**src/rtl/mic_dma_pkg.sv**
```systemverilog
// mic_dma_pkg: shared types and constants for the microphone-array DMA writer.
//   mic_dma_state_t  - controller states (IDLE, WAIT_FRAME, WRITE, DONE)
//   NUM_MICS_DEFAULT - default number of mic words per frame
//   BURST_ONE        - Avalon burst count used for every write (single beat)
//   BYTEEN_ALL       - Avalon byte enable used for every write (all lanes)
package mic_dma_pkg;

    typedef enum logic [1:0] {
        IDLE,
        WAIT_FRAME,
        WRITE,
        DONE
    } mic_dma_state_t;

    localparam int unsigned NUM_MICS_DEFAULT = 4;
    localparam logic [2:0]  BURST_ONE        = 3'd1;
    localparam logic [3:0]  BYTEEN_ALL       = 4'hF;

endpackage

```
**src/rtl/mic_dma_writer.sv**
```systemverilog
// mic_dma_writer: Avalon-MM write-master that stores microphone-array frames.
// Each read_ready pulse writes one frame: select walks 1..NUM_MICS and the
// selected mic_data word is written to consecutive word addresses. After
// number_samples frames the block raises FINISHED until start is dropped.
//
// Ports:
//   CLK, RESET          - clock, asynchronous active-high reset
//   AM_ADDR             - byte address of the current write
//   AM_BURSTCOUNT       - always 1
//   AM_WRITE            - write request (held while AM_WAITREQUEST=1)
//   AM_WRITEDATA        - write data, passed straight from mic_data
//   AM_BYTEENABLE       - always all lanes
//   AM_WAITREQUEST      - slave stall
//   mic_data            - word of the mic currently on select (external mux)
//   select              - current mic index 1..NUM_MICS, 0 when not writing
//   start               - level enable; a 0->1 edge begins a transfer
//   read_ready          - one-cycle pulse: new frame available
//   start_address       - base byte address, sampled on start rise
//   number_samples      - frame count, sampled on start rise
//   FINISHED            - transfer complete, held while start stays high
//
// Build option: MIC_DMA_PENDING_FRAME_EN
//   Defined   - a read_ready arriving during WRITE is remembered (one deep)
//               and the next frame starts right after the current one.
//   Undefined - read_ready outside WAIT_FRAME is ignored.
module mic_dma_writer
    import mic_dma_pkg::*;
#(
    parameter int unsigned NUM_MICS = NUM_MICS_DEFAULT,
    parameter int unsigned ADDR_W   = 32,
    parameter int unsigned DATA_W   = 32
) (
    input  logic              CLK,
    input  logic              RESET,
    output logic [ADDR_W-1:0] AM_ADDR,
    output logic [2:0]        AM_BURSTCOUNT,
    output logic              AM_WRITE,
    output logic [DATA_W-1:0] AM_WRITEDATA,
    output logic [3:0]        AM_BYTEENABLE,
    input  logic              AM_WAITREQUEST,
    input  logic [DATA_W-1:0] mic_data,
    output logic [2:0]        select,
    input  logic              start,
    input  logic              read_ready,
    input  logic [ADDR_W-1:0] start_address,
    input  logic [31:0]       number_samples,
    output logic              FINISHED
);

    localparam logic [2:0]        LAST_SEL  = 3'(NUM_MICS);
    localparam logic [ADDR_W-1:0] ADDR_STEP = ADDR_W'(DATA_W / 8);

    mic_dma_state_t state;
    logic           start_q;
    logic [31:0]    cnt;
`ifdef MIC_DMA_PENDING_FRAME_EN
    logic           pending;
`endif

    assign AM_BURSTCOUNT = BURST_ONE;
    assign AM_BYTEENABLE = BYTEEN_ALL;
    // select is held during a stall, so the external mux keeps data valid.
    assign AM_WRITEDATA  = mic_data;

    always_ff @(posedge CLK or posedge RESET) begin
        if (RESET) begin
            state    <= IDLE;
            start_q  <= 1'b0;
            AM_ADDR  <= '0;
            select   <= '0;
            AM_WRITE <= 1'b0;
            FINISHED <= 1'b0;
            cnt      <= '0;
`ifdef MIC_DMA_PENDING_FRAME_EN
            pending  <= 1'b0;
`endif
        end else begin
            start_q <= start;
            case (state)
                IDLE: begin
                    if (start && !start_q) begin
                        AM_ADDR <= start_address;
                        cnt     <= number_samples;
                        if (number_samples == '0) begin
                            state    <= DONE;
                            FINISHED <= 1'b1;
                        end else begin
                            state <= WAIT_FRAME;
                        end
                    end
                end

                WAIT_FRAME: begin
                    if (!start) begin
                        state <= IDLE;
                    end else if (read_ready) begin
                        state    <= WRITE;
                        select   <= 3'd1;
                        AM_WRITE <= 1'b1;
                    end
                end

                WRITE: begin
`ifdef MIC_DMA_PENDING_FRAME_EN
                    if (read_ready) pending <= 1'b1;
`endif
                    // AM_WRITE is always 1 here; a beat retires when not stalled.
                    if (!AM_WAITREQUEST) begin
                        AM_ADDR <= AM_ADDR + ADDR_STEP;
                        if (!start) begin
                            // Aborted: the beat just retired, stop without FINISHED.
                            select   <= '0;
                            AM_WRITE <= 1'b0;
                            state    <= IDLE;
`ifdef MIC_DMA_PENDING_FRAME_EN
                            pending  <= 1'b0;
`endif
                        end else if (select != LAST_SEL) begin
                            select <= select + 3'd1;
                        end else begin
                            cnt <= cnt - 32'd1;
                            if (cnt == 32'd1) begin
                                select   <= '0;
                                AM_WRITE <= 1'b0;
                                state    <= DONE;
                                FINISHED <= 1'b1;
`ifdef MIC_DMA_PENDING_FRAME_EN
                                pending  <= 1'b0;
                            end else if (pending || read_ready) begin
                                // Frame already waiting: chain straight into it.
                                select  <= 3'd1;
                                pending <= 1'b0;
`endif
                            end else begin
                                select   <= '0;
                                AM_WRITE <= 1'b0;
                                state    <= WAIT_FRAME;
                            end
                        end
                    end
                end

                DONE: begin
                    if (!start) begin
                        state    <= IDLE;
                        FINISHED <= 1'b0;
                    end
                end

                default: state <= IDLE;
            endcase
        end
    end

endmodule

```
**config.mk**
```make
export PLATFORM = sky130hd
export DESIGN_NAME = mic_dma_writer
export DESIGN_NICKNAME = d
export VERILOG_FILES = /design/src/rtl/mic_dma_pkg.sv /design/src/rtl/mic_dma_writer.sv
export SDC_FILE = /design/constraint.sdc
export NUM_CORES = 1
export LEC_CHECK = 0
export BUFFER_PORTS_ARGS = -buffer_cell sky130_fd_sc_hd__buf_2
export CAP_MARGIN = 10
export CORE_MARGIN = 5
export CORE_UTILIZATION = 50
export CTS_CLUSTER_DIAMETER = 200
export CTS_CLUSTER_SIZE = 14
export DETAILED_ROUTE_END_ITERATION = 7
export PLACE_DENSITY = 0.81
export SETUP_SLACK_MARGIN = 0.3
export SLEW_MARGIN = 20
export SYNTH_ARGS = -nofsm -noshare
export SYNTH_HDL_FRONTEND = slang
export SYNTH_SLANG_ARGS = --single-unit
export TNS_END_PERCENT = 30
```
**constraint.sdc**
```tcl
create_clock -name CLK -period 3.2 [get_ports CLK]
set_clock_uncertainty 0.1 [all_clocks]
set_input_delay 0 -clock CLK [delete_from_list [all_inputs] [get_ports CLK]]
set_output_delay 0 -clock CLK [all_outputs]
set_load 0.005 [all_outputs]
```
# Yosys cells after proc, flatten, opt, wreduce, memory -nomap -nowiden
# Cells that the tools add are included.
[totals]
regBits = 72
latchBits = 0
ram_bits = 0
romBits = 0
input_bits = 101
output_inout_bits = 76
word_cells = 77
n_memories = 0
[classes]
add_sub_neg = 3
multipliers = 0
div = 0
order_cmp = 0
n_eq_ne = 16
shift = 0
muxes = 38
bitwise_logic = 0
n_reduce_logical = 13
[op_table]
columns = ["cell", "count"]
rows = [
  ["32-bit two-way mux", 6],
  ["32-bit one-hot mux with 2 select lines", 2],
  ["32-bit by 3-bit adder with 32-bit output, second input constant", 1],
  ["32-bit by 1-bit equality test with 1-bit output, second input constant", 1],
  ["32-bit logical NOT", 1],
  ["32-bit by 1-bit subtractor with 32-bit output, second input constant", 1],
  ["2-bit two-way mux", 9],
  ["2-bit != test, second input constant", 9],
  ["3-bit two-way mux", 5],
  ["5-bit AND reduction", 3],
  ["1-bit two-way mux", 12],
  ["3-bit != test, second input constant", 3],
  ["2-bit one-hot mux with 4 select lines", 1],
  ["8-bit AND reduction", 1],
  ["3-bit one-hot mux with 2 select lines", 1],
  ["2-bit equality test, second input constant", 2],
  ["4-bit AND reduction", 1],
  ["2-bit nonzero test", 2],
  ["3-bit by 1-bit adder with 3-bit output, second input constant", 1],
  ["1-bit one-hot mux with 3 select lines", 1],
  ["3-bit AND reduction", 1],
  ["3-bit nonzero test", 1],
  ["2-bit by 1-bit equality test with 1-bit output, second input constant", 1],
  ["2-bit logical NOT", 1],
  ["3 further kinds", 3],
]

# Logic depth before layout (Yosys ltp)
[depth]
depth_word = 6
depth_mapped = 8

# Worst setup path before layout
# OpenSTA, ideal clock, no wires.
[synth_timing]
path_kind = "register -> register"
startpoint = "reg cnt[12]"
endpoint = "reg cnt[29]"
setup_time_ns = 0.121
arrival_ns = 2.240
required_time_ns = 2.979
setup_slack_ns = 0.739
stages_incl_launch_ff = 6
path_buffers = 0
synth_period_minus_slack_ns = 2.461
cell_sequence = "dfrtp_1 > or4_4 > or4_4 > or4_4 > o22a_1 > o22a_1"
[synth_via]
elab_chain_len = 5
[synth_lines]
columns = ["element", "line_no", "rtl"]
rows = [
  ["start, declared", "mic_dma_writer.sv:55", "logic [31:0] cnt;"],
  ["start signal, assigned", "mic_dma_writer.sv:83", "cnt <= number_samples;"],
  ["start signal, assigned", "mic_dma_writer.sv:121", "cnt <= cnt - 32'd1;"],
  ["32-bit by 1-bit subtractor with 32-bit output", "mic_dma_writer.sv:121", ""],
  ["32-bit two-way mux", "mic_dma_writer.sv:118", "end else if (select != LAST_SEL) begin"],
  ["32-bit two-way mux", "mic_dma_writer.sv:110", "if (!start) begin"],
  ["32-bit two-way mux", "mic_dma_writer.sv:108", "if (!AM_WAITREQUEST) begin"],
  ["32-bit one-hot mux with 2 select lines", "mic_dma_writer.sv:79", "case (state)"],
]
# No other way between the ends. The select of a mux whose other input is x is not followed.
# A chain may end at the register's enable or synchronous reset.

# Final worst setup path
[layout_timing]
startpoint = "reg cnt[0]"
endpoint = "reg cnt[29]"
# The elaborated chain is that of the path after synthesis.

==> summary.md <==
| Metric | Value |
|---|---|
| Status | `completed` |
| Largest net degree at the start of global routing | `73` |
| CTS tree | `done` |
| Final #Nets | `851` |
| Total wire length | `15530 µm` |
| Antenna diodes | `0` |
| Unrepaired setup endpoints after global routing | `no` |
| Tightest Hold Check Type | `input port to register` |
| Drt initial violations | `457` |
| Peak VDD IR | `484.9 µV` |
| Total GRT Usage | `0.2507` |
| Inserted Clock Buffers | `9` |
| Worst Path Arrival | `2.73 ns` |
| Seq/Total Area, Yosys | `0.3708` |
| # resized after CTS | `0` |
| DRC Markers | `0` |
| R2R Path Start | `cnt[0]` |
| Die H | `108.6 µm` |
| Synth warnings | `0` |
| # setup viols final | `0` |
| Worst setup path start | `cnt[0]` |
| Worst slack at placement | `0.6252 ns` |
| Period utilisation layout | `0.8114` |
| Maximum root-to-sink buffer count | `2` |
| CTS clk-pin slew, worst paths | `0.07 ns` |
| Area Growth Syn to Fin | `29.89%` |
| Initial antenna violation count | `0` |
| Met1 usage | `0.3246` |
| Grt met3 use | `0.05075` |
| Initial Utilization | `0.5042` |
| Die W | `108.6 µm` |
| Async SR Flop Fraction | `1.000` |
| CTS root buf | `clkbuf_8` |
| CP max-delay cell | `or4_1` |
| Primary FF master, synth | `dfrtp_1` |
| Netlist cell types | `58` |
| Synth Cell Area | `4860 µm²` |
| Max-slew headroom | `0.3730` |
| Rows | `36` |
| DIE AREA | `11790 µm²` |
| Family with the most delay on the worst path | `simple AND/OR/NAND/NOR gates` |
| CP max stage delay | `0.65 ns` |
| GRT Max-Usage Layer | `met2` |
| Tightest Pin Transition | `0.9405 ns` |
| Number of global-route vias before repair | `5039` |
| Post-synth EDFFs | `0` |
| Number of buffers added on ports | `105` |
| P per Cell Area | `800.4 nW/µm²` |
| Yosys reg bits | `72` |
| Data required, critical path | `3.33 ns` |
| Critical path cell sequence | `or4_1 -> or4_4 -> or4_4 -> o22a_1 -> o22a_1` |
| CP Max Fanout | `7` |
| Power Total | `5.052 mW` |
| Setup CP Type | `register to register` |
| Hold Startpoint | `number_samples[22]` |
| Grt ovf | `0` |
| Fin. Hold Viols | `0` |
| Final slew viol count | `0` |
| First-pass GRT wire length | `24130 µm` |
| HPWL after detailed placement | `9721 µm` |
| Core box area | `9639 µm²` |
| Hold_ws | `0.003698 ns` |
| Avg WL per Cell | `17.65 µm` |
| Critical path endpoint category | `register` |
| Fin crit period | `2.596 ns` |
| Cells after synthesis | `601` |
| Vias per cell | `6.207` |
| Via count | `5462` |
| Final TNS setup | `0 ns` |
| I/O pin count | `177` |
| Max-cap viol count | `0` |
| Fmax | `385.1 MHz` |
| Met2 GRT Util | `0.4232` |
| Drt pass-1 iters | `5` |
| Post-Syn Area per Cell | `8.086 µm²` |
| Post-CTS setup buffer count | `0` |
| Worst-skew pair later-pin latency | `0.34 ns` |
| GPL Wtd Cong | `0.9271` |
| Sink Count | `72` |
| Worst Path Buf+Inv | `0` |
| Final worst slack | `0.6035 ns` |
| Post-route ant nets | `0` |
| Leakage | `2.622 nW` |
| Htree depth | `3` |
| Layout cells sized above 1 | `0.2035` |
| Startpoint types | `register` |
state kept, by name, summed over array words and instances (netlist names):
register / cells
FINISHED: 1
start_q: 1
AM_ADDR: 32
state: 2
cnt: 32
select: 3
AM_WRITE: 1
stage by stage:
stage | util | instance area [µm²] | instances
2_1_floorplan | - | 4878 | 606
3_3_place_gp | 0.5458 | 5261 | 778
3_5_place_dp | 0.5458 | 5261 | 778
4_1_cts | 0.6549 | 6312 | 880
5_1_grt | 0.6549 | 6312 | 880
6_report | 0.6549 | 6312 | 880
worst min-delay path, delay by kind of cell:
| kind | cells | cell delay [ns] |
|---|---|---|
| compound gates | 2 | 0.28 |
| buf+inv | 1 | 0.09 |
| simple gates | 1 | 0.04 |
where the power goes:
group          switching, mW  internal [mW]
Combinational           1.39           1.09
Clock                  0.322          0.310
Sequential             0.590           1.35
cells in the mapped netlist, types with 3 or more instances:
cell type,n,area [µm²]
or2_2,4,25.02
a21oi_1,53,265.3
a22oi_1,8,60.06
or4_4,4,45.04
a31o_2,4,35.03
nand4_1,16,100.1
ha_1,5,62.56
nor4_1,18,112.6
and3_1,11,68.82
o21ai_0,43,215.2
buf_4,39,292.8
clkbuf_1,41,153.9
nand3_1,29,145.1
or4_1,3,22.52
nand2_1,43,161.4
dfrtp_1,72,1802
a31oi_1,8,50.05
nand2b_1,4,25.02
inv_1,9,33.78
and4_1,6,52.55
a211oi_1,8,60.06
or3_1,7,43.79
mux2i_1,3,30.03
o22a_1,13,113.9
a311oi_1,4,35.03
o21a_1,4,30.03
nor2_1,57,214.0
o22ai_1,14,87.58
nor3_1,23,115.1
a2bb2oi_1,8,70.07
a41oi_1,3,26.28
layout make-up:
type	count	area (µm²)
Clock inverter	1	5.005
Tap cell	133	166.4
Inverter	9	33.78
Multi-Input combinational cell	445	2616
Sequential cell	72	1802
Fill cell	786	3327
Clock buffer	12	155.1
Timing Repair Buffer	208	1534
path summary, 6_finish.rpt:
kind / to / slack [ns] / cells past startpoint
worst min register to register: AM_ADDR[0] / 0.43 / 1
worst max register to register: cnt[29] / 0.60 / 5
min in group asynchronous: select[1] / 0.42 / 4
worst min-delay path: cnt[22] / 0.004 / 4
max in group asynchronous: cnt[4] / 1.96 / 4
worst max-delay path: cnt[29] / 0.60 / 5
placed cells by master, fill, tap and decap left out, types with 11 or more instances in the layout:
master         count
a21oi_1           53
o21ai_0           43
buf_2            105
nand4_1           16
and3_1            11
nor3_1            23
clkbuf_8          11
nor2_1            57
buf_4             13
o22a_1            13
nor4_1            17
dfrtp_1           72
nand3_1           29
o22ai_1           14
nand2_1           43
dlygate4sd3_1     89
cells by family (layout without fill, tap and decap cells):
kind of cell | after synthesis | count (layout) | share of synthesized area
muxes | 5 | 5 | 0.01081
DFF | 72 | 72 | 0.3708
buffers and inverters | 89 | 230 | 0.09887
adders and majority gates | 5 | 5 | 0.01287
and+or+nand+nor | 234 | 234 | 0.2467
AOI/OAI and AO/OA | 193 | 193 | 0.2567
xor gates and xnor gates | 1 | 1 | 0.001803
other | 2 | 7 | 0.001545
metal layers:
layer | share of wire | vias to the layer above
met1 | 0.39 | 2567
met2 | 0.49 | 359
met5 | 0 | -
met4 | 0.021 | 0
li1 | - | 2498
met3 | 0.095 | 38
repair_timing:
action	4_1_cts	5_1_grt
hold buffers	89	0
setup endpoints to repair	0	0
hold endpoints to repair	161	0
No activity file was read; power rests on OpenSTA's default activity.
